<file path="src/rtl/ram_arbiter.sv">
// ram_arbiter: two-requester round-robin arbiter in front of the single-port
// 64x8 rammod. Issues one command per cycle on the ram_* pins and returns
// tagged read data to whichever requester issued the read.
//
// Ports:
//   clk, rst_n                 clock, asynchronous active-low reset
//   a_req/a_we/a_addr/a_wdata  requester A command (held until a_gnt)
//   a_gnt                      A command issued this cycle (pulse)
//   a_rvalid/a_rdata           A read return (pulse / held data)
//   b_*                        same set for requester B
//   a_lock, b_lock             ownership hold (only with RAM_ARB_LOCK_EN)
//   ram_we/ram_addr/ram_din    registered command to rammod
//   ram_dout                   rammod read data (RD_LAT cycles after command)
//
// Optional feature: define RAM_ARB_LOCK_EN to add the lock inputs.
module ram_arbiter #(
  parameter int unsigned AW     = 6,
  parameter int unsigned DW     = 8,
  parameter int unsigned RD_LAT = 1
) (
  input  logic          clk,
  input  logic          rst_n,
  input  logic          a_req,
  input  logic          a_we,
  input  logic [AW-1:0] a_addr,
  input  logic [DW-1:0] a_wdata,
  output logic          a_gnt,
  output logic          a_rvalid,
  output logic [DW-1:0] a_rdata,
  input  logic          b_req,
  input  logic          b_we,
  input  logic [AW-1:0] b_addr,
  input  logic [DW-1:0] b_wdata,
  output logic          b_gnt,
  output logic          b_rvalid,
  output logic [DW-1:0] b_rdata,
`ifdef RAM_ARB_LOCK_EN
  input  logic          a_lock,
  input  logic          b_lock,
`endif
  output logic          ram_we,
  output logic [AW-1:0] ram_addr,
  output logic [DW-1:0] ram_din,
  input  logic [DW-1:0] ram_dout
);

  // Pointer names the requester favoured on a tie (the one not granted last).
  typedef enum logic {FAV_A, FAV_B} rr_e;

  rr_e           rr_q, rr_d;
  logic          a_gnt_q, a_gnt_d, b_gnt_q, b_gnt_d;
  logic          ram_we_q, ram_we_d;
  logic [AW-1:0] ram_addr_q, ram_addr_d;
  logic [DW-1:0] ram_din_q, ram_din_d;
  logic          a_rvalid_q, a_rvalid_d, b_rvalid_q, b_rvalid_d;
  logic [DW-1:0] a_rdata_q, a_rdata_d, b_rdata_q, b_rdata_d;
  // Read-tag shift register: valid bit and requester id (1 = B) per stage.
  logic [RD_LAT:0] tv_q, tv_d, tid_q, tid_d;

  logic a_elig, b_elig, grant_a, grant_b;

`ifdef RAM_ARB_LOCK_EN
  // Set once any grant has happened, so the pointer also identifies the
  // holder of the most recent grant.
  logic owned_q, owned_d;
`endif

  always_comb begin
    // A requester granted last cycle sits out one edge so a held req is
    // never issued twice.
    a_elig = a_req & ~a_gnt_q;
    b_elig = b_req & ~b_gnt_q;
`ifdef RAM_ARB_LOCK_EN
    if (owned_q && (rr_q == FAV_B) && a_lock && a_req) b_elig = 1'b0;
    if (owned_q && (rr_q == FAV_A) && b_lock && b_req) a_elig = 1'b0;
`endif
    grant_a = a_elig & (~b_elig | (rr_q == FAV_A));
    grant_b = b_elig & ~grant_a;
  end

  always_comb begin
    a_gnt_d    = grant_a;
    b_gnt_d    = grant_b;
    ram_we_d   = 1'b0;
    ram_addr_d = ram_addr_q;
    ram_din_d  = ram_din_q;
    rr_d       = rr_q;
    if (grant_a) begin
      ram_we_d   = a_we;
      ram_addr_d = a_addr;
      ram_din_d  = a_wdata;
      rr_d       = FAV_B;
    end else if (grant_b) begin
      ram_we_d   = b_we;
      ram_addr_d = b_addr;
      ram_din_d  = b_wdata;
      rr_d       = FAV_A;
    end

    tv_d     = '0;
    tid_d    = '0;
    tv_d[0]  = (grant_a & ~a_we) | (grant_b & ~b_we);
    tid_d[0] = grant_b;
    for (int unsigned i = 1; i <= RD_LAT; i++) begin
      tv_d[i]  = tv_q[i-1];
      tid_d[i] = tid_q[i-1];
    end

    // The last tag stage lines up with ram_dout for that read.
    a_rvalid_d = tv_q[RD_LAT] & ~tid_q[RD_LAT];
    b_rvalid_d = tv_q[RD_LAT] & tid_q[RD_LAT];
    a_rdata_d  = a_rvalid_d ? ram_dout : a_rdata_q;
    b_rdata_d  = b_rvalid_d ? ram_dout : b_rdata_q;
  end

`ifdef RAM_ARB_LOCK_EN
  always_comb owned_d = owned_q | grant_a | grant_b;

  always_ff @(posedge clk or negedge rst_n) begin
    if (!rst_n) owned_q <= 1'b0;
    else        owned_q <= owned_d;
  end
`endif

  always_ff @(posedge clk or negedge rst_n) begin
    if (!rst_n) begin
      rr_q       <= FAV_A;
      a_gnt_q    <= 1'b0;
      b_gnt_q    <= 1'b0;
      ram_we_q   <= 1'b0;
      ram_addr_q <= '0;
      ram_din_q  <= '0;
      a_rvalid_q <= 1'b0;
      b_rvalid_q <= 1'b0;
      a_rdata_q  <= '0;
      b_rdata_q  <= '0;
      tv_q       <= '0;
      tid_q      <= '0;
    end else begin
      rr_q       <= rr_d;
      a_gnt_q    <= a_gnt_d;
      b_gnt_q    <= b_gnt_d;
      ram_we_q   <= ram_we_d;
      ram_addr_q <= ram_addr_d;
      ram_din_q  <= ram_din_d;
      a_rvalid_q <= a_rvalid_d;
      b_rvalid_q <= b_rvalid_d;
      a_rdata_q  <= a_rdata_d;
      b_rdata_q  <= b_rdata_d;
      tv_q       <= tv_d;
      tid_q      <= tid_d;
    end
  end

  assign a_gnt    = a_gnt_q;
  assign b_gnt    = b_gnt_q;
  assign a_rvalid = a_rvalid_q;
  assign b_rvalid = b_rvalid_q;
  assign a_rdata  = a_rdata_q;
  assign b_rdata  = b_rdata_q;
  assign ram_we   = ram_we_q;
  assign ram_addr = ram_addr_q;
  assign ram_din  = ram_din_q;

endmodule

</file>
<file path="config.mk">
export PLATFORM = sky130hd
export DESIGN_NAME = ram_arbiter
export DESIGN_NICKNAME = d
export VERILOG_FILES = /design/src/rtl/ram_arbiter.sv
export SDC_FILE = /design/constraint.sdc
export NUM_CORES = 1
export LEC_CHECK = 0
export CORE_MARGIN = 3
export CORE_UTILIZATION = 40
export DETAILED_ROUTE_END_ITERATION = 10
export GPL_TIMING_DRIVEN = 0
export PLACE_DENSITY_LB_ADDON = 0.08
export SLEW_MARGIN = 20
export SYNTH_ARGS = -nofsm -noshare
export SYNTH_HDL_FRONTEND = slang
export SYNTH_SLANG_ARGS = --single-unit
</file>
<file path="constraint.sdc">
create_clock -name clk -period 1.7 [get_ports clk]
set_input_delay 0.425 -clock clk [delete_from_list [all_inputs] [get_ports clk]]
set_output_delay 0.425 -clock clk [all_outputs]
set_load 0.02 [all_outputs]
</file>
==> metrics.cfg <==
[setup_path]
cp-endpoint=ram_din[0]
critPathMaxStageDelay_ps=600
r2r_cells=4
cp_max_fo=2
worstSetupPathDepth=1
path_cells=clkdlybuf4s50_1
crit_buf_inv=1
r2r-end=ram_addr[2]$_DFFE_PN0P_
cp-start-kind=flip-flop
startpoint=ram_din[0]$_DFFE_PN0P_
reg2reg_from=a_gnt$_DFF_PN0_
crit_type=flip-flop to primary output
critPathArrivalTime_ps=1220
slowest_stage=clkdlybuf4s50_1
cpLargestDelayFamily=buffers and inverters
end_kind=primary output
reg2reg_slack_ps=260
critical_path_required_ps=1270

[pwr]
sw_frac_of_total=0.3321
power_density_mw_per_mm2=1300
switchingPower_mw=1.109
ir_drop_v=0.0009454
p_clk_frac=0.177
pwr-share-comb=0.416
fin_total_pwr_mw=3.339
p_leak_nw=1.337
power.internal_mw=2.230
seqPwrFrac=0.407

[route]
dr.pass1.iters=4
wl_um=3678
initialDrtViolationCount=18
routedWlPerCell_um=15.45
drc=0
ant_nets=0
vias=1177
via_per_inst=4.945

[cts]
clk_pin_slew_ps=70
cts_buffer_depth=2
cts_tree=yes
cts.sinks=39
root_buffer=clkbuf_8
h-tree-depth=2
insertion_delay_ps=280
numCtsBuffers=5

[cells_and_area]
area_growth_pct=64.16
n_antenna_cell=0
drive_gt1_frac=0.1105
finalNetCount=231
fin_area_mm2=0.002567
final_util=0.6909

[timing]
fin_crit_ps=1649
tightestPinTransition_ps=446.3
holdWs_ps=67.37
finalClockSkew_ps=3.199
setup_viol=0
rsz0062_at_grt=false
slew_headroom=0.7018
fin_crit_sh=0.9702
drv_slew=0
fmax_mhz=606.3
tns_ps=0
hold_viol=0

[logic_synthesis]
yosysTopAreaCellShare=0.6240
syn_nets=146
ys.flop_type=dfrtp_1
synth_enable_flop_cells=0
yosysTopAreaCell=dfrtp_1
yosysSeqAreaShare=0.6240
yosys.cell_count.top_type=dfrtp_1
syn_area_mm2=0.001564
synthTopCellsByArea=dfrtp_1 62%, mux2_1 12%, a221o_1 9.0%
synth_cell_types=19
syn_inst=104
async_flop_share=1.000
synth_area_per_cell_um2=15.04
synth_common_cells=39 x dfrtp_1, 17 x mux2_1, 14 x a221o_1, 14 x nor3b_1, 4 x buf_2
synth_seq_cells=39
yosys_warnings=0

[placed_design]
place_area_mm2=0.002407
routabilityCongestion=0.6693
hpwl_um=2758
io_buffers=76

[job]
cap_violations=0

[global_route]
grt.overflow.total=0
antenna_found_initial=0
grt_pass1_vias=1234
grt_max_degree=24
grt_pass1_wl_um=5844
grtUsageTotal=0.1759

[worst_hold_path]
hold_class=input pin to async pin

[die]
num_rows=22
start_util=0.4209
io_pins=77
fp.dieW_um=68.53
die_y_um=68.53
die_area_mm2=0.004696
core_region_area_mm2=0.003716

[status]
status=finished, final reports clean

stage by stage:
stage               std cells  setup slack (ps)
finish                    238             50.73
global route              238             5.937
CTS                       238             11.21
detailed placement        229            -306.9
global placement          228            -667.2
floorplan                 104             282.5
placed cells by master, fill, tap and decap left out, types with 2 or more instances in the layout:
master	netlist	final
dfrtp_1	39	39
clkbuf_1	0	2
nor2b_4	1	2
dlygate4sd2_1	0	3
clkbuf_8	0	5
nor3b_1	14	14
mux2_1	17	17
clkdlybuf4s50_1	0	45
buf_6	2	2
dlymetal6s2s_1	0	27
a221o_1	14	14
buf_2	4	4
nand2_1	2	2
power by group through the flow:
stage	Clock, mW	Combinational (mW)	Sequential (mW)
floorplan	0	0.357	1.72
global placement	0	1.43	1.36
detailed placement	0	1.46	1.39
CTS	0.607	1.46	1.37
global route	0.659	1.49	1.40
finish	0.590	1.39	1.36
worst min path at each step:
stage	from	to	slack (ps)	cells past startpoint
6_report	rst_n	a_rdata[3]$_DFFE_PN0P_	70	1
5_1_grt	rst_n	a_rvalid$_DFF_PN0_	80	1
4_1_cts	rst_n	a_rdata[3]$_DFFE_PN0P_	70	1
3_5_place_dp	tv_q[0]$_DFF_PN0_	tv_q[1]$_DFF_PN0_	330	0
2_1_floorplan	rst_n	a_gnt$_DFF_PN0_	130	0
3_3_place_gp	tv_q[0]$_DFF_PN0_	tv_q[1]$_DFF_PN0_	340	0
per-layer routing:
layer  track usage  routed length [um]
met5             0                   0
met4       0.05955                  55
met3       0.07618                 340
met2        0.2658                1792
met1        0.2256                1489
what timing repair did:
action	4_1_cts	5_1_grt
endpoints found under the setup margin	4	36
buffers inserted	1	0
resized for setup	3	29
hold buffers	0	0
sequential cells by signal, indices dropped and copies added, names as in the netlist:
register	flops
tv_q	2
a_rvalid	1
rr_q	1
b_rvalid	1
ram_din	8
a_gnt	1
ram_addr	6
ram_we	1
a_rdata	8
b_rdata	8
tid_q	2
final cells by class:
cell class,count,area (um^2)
tap,48,60.06
buffer,6,45.04
clock buffer,7,76.32
sequential,39,975.9
timing repair buffer,78,854.6
multi-input combinational,57,543.0
clock inverter,1,5.005
inverter,2,7.507
fill,290,1149
cells by family after synthesis:
logic type | Yosys count | synth area share
flops | 39 | 0.6240
simple gates | 23 | 0.1088
compound gates | 16 | 0.1064
buf+inv | 8 | 0.03199
mux | 18 | 0.1288
(Power assumes the default switching activity.)
